### src/rtl/bitscan16_pkg.sv
// Shared definitions for the bit-index extractor: scan states, direction codes, default sizes.
package bitscan16_pkg;

    localparam int W_DEF  = 16;
    localparam int IW_DEF = 4;

    localparam logic DIR_LSB = 1'b0;
    localparam logic DIR_MSB = 1'b1;

    typedef enum logic {
        ST_IDLE = 1'b0,
        ST_SCAN = 1'b1
    } state_t;

endpackage

### src/rtl/bitscan16_penc16.sv
// Combinational priority encoder: index of the lowest set bit, or of the highest when dir selects MSB.
module penc16
    import bitscan16_pkg::*;
#(
    parameter int W  = W_DEF,
    parameter int IW = IW_DEF
) (
    input  logic [W-1:0]  w,
    input  logic          dir,
    output logic [IW-1:0] c,
    output logic          nz
);

    logic [W-1:0]  w_rev;
    logic [W-1:0]  w_sel;
    logic [IW-1:0] idx;

    // MSB-first reuses the LSB encoder: reverse the word, then invert the index back.
    generate
        for (genvar gi = 0; gi < W; gi++) begin : g_rev
            assign w_rev[gi] = w[W-1-gi];
        end
    endgenerate

    assign w_sel = (dir == DIR_MSB) ? w_rev : w;

    always_comb begin
        idx = '0;
        for (int i = W - 1; i >= 0; i--) begin
            if (w_sel[i]) begin
                idx = IW'(i);
            end
        end
    end

    assign c  = (dir == DIR_MSB) ? ~idx : idx;
    assign nz = |w;

endmodule

### src/rtl/bitscan16.sv
// Sequential bit-index extractor: loads a word and hands out the index of each set bit per handshake.
module bitscan16
    import bitscan16_pkg::*;
#(
    parameter int W  = W_DEF,
    parameter int IW = IW_DEF
) (
    input  logic          clk,
    input  logic          rst,
    input  logic          ld,
    input  logic [W-1:0]  a,
    input  logic          dir,
    input  logic          abt,
    input  logic          rdy,
    output logic          v,
    output logic [IW-1:0] c,
    output logic          last,
    output logic          z,
    output logic [IW:0]   cnt,
    output logic          busy
);

    state_t        state_reg;
    logic [W-1:0]  w_reg;
    logic          dir_reg;
    logic [IW:0]   cnt_reg;
    logic          z_reg;

    logic [IW-1:0] c_idx;
    logic          w_nz;
    logic [W-1:0]  bit_sel;
    logic [W-1:0]  w_clr;
    logic          last_hit;
    logic          scan;

    penc16 #(
        .W  (W),
        .IW (IW)
    ) u_penc (
        .w   (w_reg),
        .dir (dir_reg),
        .c   (c_idx),
        .nz  (w_nz)
    );

    generate
        for (genvar gi = 0; gi < W; gi++) begin : g_sel
            assign bit_sel[gi] = (c_idx == IW'(gi));
        end
    endgenerate

    assign w_clr    = w_reg & ~bit_sel;
    assign last_hit = ~|w_clr;
    assign scan     = (state_reg == ST_SCAN);

    always_ff @(posedge clk or posedge rst) begin
        if (rst) begin
            state_reg <= ST_IDLE;
            w_reg     <= '0;
            dir_reg   <= DIR_LSB;
            cnt_reg   <= '0;
            z_reg     <= 1'b0;
        end else begin
            z_reg <= 1'b0;
            if (abt) begin
                // Abort wins over load and accept; the count keeps what was already accepted.
                state_reg <= ST_IDLE;
                w_reg     <= '0;
            end else begin
                case (state_reg)
                    ST_IDLE: begin
                        if (ld) begin
                            w_reg   <= a;
                            dir_reg <= dir;
                            cnt_reg <= '0;
                            if (a == '0) begin
                                z_reg <= 1'b1;
                            end else begin
                                state_reg <= ST_SCAN;
                            end
                        end
                    end
                    ST_SCAN: begin
                        if (rdy) begin
                            w_reg   <= w_clr;
                            cnt_reg <= cnt_reg + (IW+1)'(1);
                            if (last_hit || !w_nz) begin
                                state_reg <= ST_IDLE;
                            end
                        end
                    end
                    default: state_reg <= ST_IDLE;
                endcase
            end
        end
    end

    assign v    = scan;
    assign busy = scan;
    assign c    = c_idx;
    assign last = scan & last_hit;
    assign z    = z_reg;
    assign cnt  = cnt_reg;

endmodule

### config.mk
export PLATFORM = sky130hd
export DESIGN_NAME = bitscan16
export DESIGN_NICKNAME = d
export VERILOG_FILES = /design/src/rtl/bitscan16_pkg.sv /design/src/rtl/bitscan16_penc16.sv /design/src/rtl/bitscan16.sv
export SDC_FILE = /design/constraint.sdc
export NUM_CORES = 1
export LEC_CHECK = 0
export CAP_MARGIN = 20
export CORE_MARGIN = 5
export CORE_UTILIZATION = 48
export CTS_CLUSTER_DIAMETER = 200
export CTS_CLUSTER_SIZE = 10
export DETAILED_ROUTE_END_ITERATION = 8
export PLACE_DENSITY = 0.75
export SETUP_SLACK_MARGIN = 0.15
export SLEW_MARGIN = 30
export SYNTH_ARGS = -nofsm -noshare
export SYNTH_HDL_FRONTEND = slang
export SYNTH_SLANG_ARGS = --single-unit
### constraint.sdc
create_clock -name clk -period 3.9 [get_ports clk]
set_input_delay 1.17 -clock clk [delete_from_list [all_inputs] [get_ports clk]]
set_output_delay 1.17 -clock clk [all_outputs]
set_load 0.01 [all_outputs]
Word-level counts from Yosys, hierarchy flattened

Cells that the tools add are included.

Bits in registers: 24
Latch bits: 0
Bits in writable memories: 0
Bits in read-only memories: 0
Logic and storage cells: 76
Memories kept: 0

Add/subtract/negate cells: 1
Multiply operators: 0
Divide/modulo/power cells: 0
$lt $le $gt $ge: 0
Equal/unequal tests: 19
Shift operators: 0
Multiplexer cells: 35
Bitwise logic cells: 6
Reductions and logical operators: 10

Operator list:

| cell                | number |
|---|---|
| $mux 4              | 17 |
| $mux 16             | 4 |
| $eq 4x4->1 const B  | 8 |
| $pmux 16 s2         | 1 |
| $reduce_or 16->1    | 2 |
| $and 16x16->16      | 1 |
| $eq 4x3->1 const B  | 4 |
| $logic_not 16->1    | 1 |
| $not 16->16         | 1 |
| $mux 5              | 2 |
| $pmux 5 s2          | 1 |
| $mux 1              | 9 |
| $eq 4x2->1 const B  | 2 |
| $ne 3x3->1 const B  | 2 |
| $reduce_and 3->1    | 2 |
| $add 5x1->5 const B | 1 |
| $eq 4x1->1 const B  | 1 |
| $logic_not 4->1     | 1 |
| $ne 2x2->1 const B  | 2 |
| $not 4->4           | 1 |
| $logic_not 1->1     | 2 |
| $not 1->1           | 2 |
| $pmux 1 s2          | 1 |
| $reduce_and 2->1    | 1 |
| 2 further kinds     | 2 |

Depth between registers and ports, before layout

Depth in word-level cells: 29
Mapped depth: 13
Mapped depth without buffers: 10

Hierarchy

A second synthesis with hierarchy kept.

Cells, all modules: 226
Area total of the unflattened synthesis: 1823.0 um^2

By module, submodules not included:

| module    | times used | cells each | area each (um^2) | seq. area each (um^2) |
|---|---|---|---|---|
| bitscan16 | 1          | 159        | 1448.9           | 600.6 |
| penc16    | 1          | 67         | 374.1            | 0.0 |

Worst setup path before layout

Ideal clock, no wire load.

Path type: register to output
Start: register dir_reg
End: output last
Arrival time: 2.753 ns
Required time: 2.730 ns
Slack: -0.023 ns
Stages on the path, launching flop included: 12
Cells stage by stage: dfrtp_1 buf_6 buf_6 or3_4 a31o_1 a21o_1 nor2_4 inv_2 or4_1 a22oi_2 o211ai_1 nor4_2

Cells in the longest elaborated chain, start to end: 25
Elaborated cells between the ends (all ways): 40
Classes of those cells: eq/ne: 15; mux: 18; bitwise: 4; reduce/logical: 3

RTL lines:

| what                               | line                   | text |
|---|---|---|
| start: declaration                 | bitscan16.sv:25        | `logic dir_reg;` |
| start signal: assignment           | bitscan16.sv:74        | `dir_reg <= dir;` |
| $mux 16                            | bitscan16_penc16.sv:25 | `assign w_sel = (dir == DIR_MSB) ? w_rev : w;` |
| $mux 4 (16 in series)              | bitscan16_penc16.sv:30 | `if (w_sel[i]) begin` |
| $not 4->4                          | bitscan16_penc16.sv:36 | `assign c = (dir == DIR_MSB) ? ~idx : idx;` |
| $mux 4 (*)                         | bitscan16_penc16.sv:36 |  |
| net c[1]                           | bitscan16.sv:16        | `output logic [IW-1:0] c,` |
| $eq 4x1->1 (tied with other cells) | bitscan16.sv:48        | `assign bit_sel[gi] = (c_idx == IW'(gi));` |
| $not 16->16 (*)                    | bitscan16.sv:52        | `assign w_clr = w_reg & ~bit_sel;` |
| $and 16x16->16 (*)                 | bitscan16.sv:52        |  |
| $reduce_or 16->1 (*)               | bitscan16.sv:53        | `assign last_hit = ~\|w_clr;` |
| $logic_not 1->1 (*)                | bitscan16.sv:53        |  |
| $and 1x1->1 (*)                    | bitscan16.sv:101       | `assign last = scan & last_hit;` |
| end: declaration                   | bitscan16.sv:17        | `output logic last,` |

The timed path passes the listed nets; every way through them passes the cells marked *.

Worst setup path in the final report

Start: register w_reg[12]
End: output last

Cells in the longest elaborated chain, start to end: 22
Elaborated cells between the ends (all ways): 37
Classes of those cells: eq/ne: 15; mux: 15; bitwise: 4; reduce/logical: 3

RTL lines:

| what                               | line                   | text |
|---|---|---|
| start: declaration                 | bitscan16.sv:24        | `logic [W-1:0] w_reg;` |
| start signal: assignment           | bitscan16.sv:85        | `w_reg <= w_clr;` |
| $mux 16                            | bitscan16_penc16.sv:25 |  |
| $mux 4 (13 in series)              | bitscan16_penc16.sv:30 |  |
| $not 4->4                          | bitscan16_penc16.sv:36 |  |
| $mux 4                             | bitscan16_penc16.sv:36 |  |
| $eq 4x1->1 (tied with other cells) | bitscan16.sv:48        |  |
| $not 16->16                        | bitscan16.sv:52        |  |
| $and 16x16->16 (*)                 | bitscan16.sv:52        |  |
| $reduce_or 16->1 (*)               | bitscan16.sv:53        |  |
| $logic_not 1->1 (*)                | bitscan16.sv:53        |  |
| $and 1x1->1 (*)                    | bitscan16.sv:101       |  |

Every way passes the cells marked *; elsewhere a longest branch is shown, timed or not.

==> impl_metrics.ini <==
[status]
outcome = finished, violations left
violations = setup timing

[min_path]
hold_depth = 1
min_from = cnt[4]
hp-class = reg -> reg

[routing]
vias = 2415
drt_iter0_markers = 291
drtPass1Iterations = 4
vias_per_cell = 6.13
wl_per_cell_um = 17.6
ant_nets = 0
drc = 0
wl_um = 6920

[worst_setup_path]
r2r_slack_ps = 890
critPathArrivalTime_ps = 3140
criticalPathCategory = reg -> out
ff2ff_path_depth = 12
required_ps = 2730
rr_startpoint = w_reg[12]
path_max_fanout = 3
startpoint = w_reg[12]
end_kind = primary output
worstSetupStartpointType = flip-flop

[global_route]
grt_pass1_vias = 2381
track_usage_pct = 26.4
grt_pass1_wl_um = 11200
antenna_found_initial = 0
grt_max_degree = 25
grt-ovfl-total = 0

[yosys]
ys_seq_area_share_pct = 30.2
synth_edf_count = 0
synth_cell_types = 57
ys_seq_elements = 24
syn_nets = 270
netlist_area_um2 = 1990
synthArstFlopShare_pct = 100
syn_inst = 247
yosysWarnings = 0
synth-main-ff-cell = dfrtp_1
avgSynthCellArea_um2 = 8.04

[cells_and_area]
layout_common_cells = buf_4 (71), nor2_1 (34), clkdlybuf4s50_1 (29)
drive_gt1_share_pct = 32.8
final_common_cell = buf_4
syn_to_final_growth_pct = 51.6
n_antenna_cell = 0
nFillCells = 297
largest_register_ffs = 16
multiInputGateArea_um2 = 1350
final_util_pct = 75.3
final_cells = 394
num-nets-final = 368
seq_area_um2 = 602

[flow_run]
cap_violations = 0

[placement]
place_inst = 384
gp_congestion = 0.931
port_buffers = 34
dp.final_hpwl_um = 5210
place_ws_ps = -620

[sta]
fin_crit_sh_pct = 111
min_period_ps = 4310
finalHoldViolCount = 0
tightest_slew_ps = 518
finalMaxSlewViolations = 0
clock_skew_ps = 9.63
setup_slack_ps = -412
finalSetupViolations = 1
fmax_ghz = 0.232
rsz0062_at_grt = yes
slew_headroom_pct = 65.4

[clock_network]
cts_tree = yes
clock_sinks = 24
clk_path_buf_depth = 2
h-tree-depth = 1
clkLatencyLatePin_ps = 270
hold_buffers = 0
clk_pin_slew_ps = 100
cts-root-buf = clkbuf_8
numCtsBuffers = 3

[power]
intPower_uw = 910
p_switching_uw = 595
peakVddDrop_uv = 380
power.density_nw_per_um2 = 500
power_uw = 1510
power.leakage_uw = 0.00138
power_frac_clock_pct = 14.8
p_comb_share_pct = 64.7
switching_share_pct = 39.5
seq_power_share_pct = 20.5

[die]
initial_core_util_pct = 49.6
dieHeight_um = 74.3
fp.coreArea_um2 = 4000
die_area_um2 = 5520
num_io_pins = 35
die_w_um = 74.3
row_count = 23
==> kinds of logic after synthesis <==
logic type                 after synthesis  synth area share [%]
AOI/OAI and AO/OA                       94                  34.8
adders and majority gates                1                 0.630
buffers and inverters                   24                  5.92
DFF                                     24                  30.2
muxes                                    2                  1.01
and+or+nand+nor                        102                  27.4
==> path summary, 6_finish.rpt <==
check	end
min	cnt[4]
max reg2reg	busy
max in group asynchronous	dir_reg
max	last
min reg2reg	cnt[4]
min in group asynchronous	busy
==> cells in the mapped netlist (3+ instances only) <==
| cell | instances | area share, % |
|---|---|---|
| nor2_1 | 34 | 6.4 |
| dfrtp_1 | 24 | 30 |
| o21ai_0 | 24 | 6.0 |
| a22o_1 | 18 | 7.9 |
| nand2_1 | 15 | 2.8 |
| nor3_1 | 10 | 2.5 |
| clkbuf_1 | 9 | 1.7 |
| a21oi_1 | 8 | 2.0 |
| inv_1 | 8 | 1.5 |
| nand2b_1 | 6 | 1.9 |
| or2_2 | 6 | 1.9 |
| nor2b_1 | 5 | 1.6 |
| o22ai_1 | 5 | 1.6 |
| a211o_1 | 4 | 1.8 |
| nor4_1 | 4 | 1.3 |
| o21a_1 | 4 | 1.5 |
| a2111oi_0 | 3 | 1.3 |
| buf_6 | 3 | 1.7 |
| nor3b_1 | 3 | 1.1 |
| o31ai_1 | 3 | 1.1 |
| or3b_2 | 3 | 1.3 |
==> stage by stage <==
step	instance area [µm²]	hold slack [ps]	TNS [ps]
after CTS	2950	495	-468
after detailed placement	2810	478	-620
after floorplan	1990	516	0
after global routing	3010	525	-500
final	3010	503	-412
after global placement	2810	472	-591
==> power by group through the flow <==
stage                     Clock [µW]  Sequential (µW)  Combinational (µW)
after floorplan                    0              300                 466
after global placement             0              309                 874
after detailed placement           0              310                 885
after CTS                        225              305                 922
after global routing             239              311                1050
final                            222              308                 975
==> what timing repair did <==
action,in CTS,in global routing
buffers inserted,6,0
setup endpoints to repair,5,4
pin swaps,10,11
resized for setup,14,18
==> routing by layer <==
metal  track usage (%)  part of all wire, %
met1              34.8                   43
met2              44.3                   49
met3              3.65                  5.9
met4              9.49                  2.6
met5                 0                    0
==> area by class of cell <==
| cell class | instances | share of cell area, % |
|---|---|---|
| Clock inverter | 1 | 0.998 |
| Multi-Input combinational cell | 199 | 44.8 |
| Timing Repair Buffer | 107 | 29.6 |
| Inverter | 10 | 1.25 |
| Sequential cell | 24 | 20.0 |
| Tap cell | 50 | 2.08 |
| Clock buffer | 3 | 1.37 |
==> worst max-delay path, cell delays in order (launching register included) <==
cell and delay [ps]:
dfrtp_1 420, or3_1 390, a222oi_1 390, o311a_1 300, or2_1 140, a22oi_2 80
or4_4 520, a22oi_2 190, o211ai_1 130, nor4_2 140, buf_2 170
No activity file was read; power rests on OpenSTA's default activity.
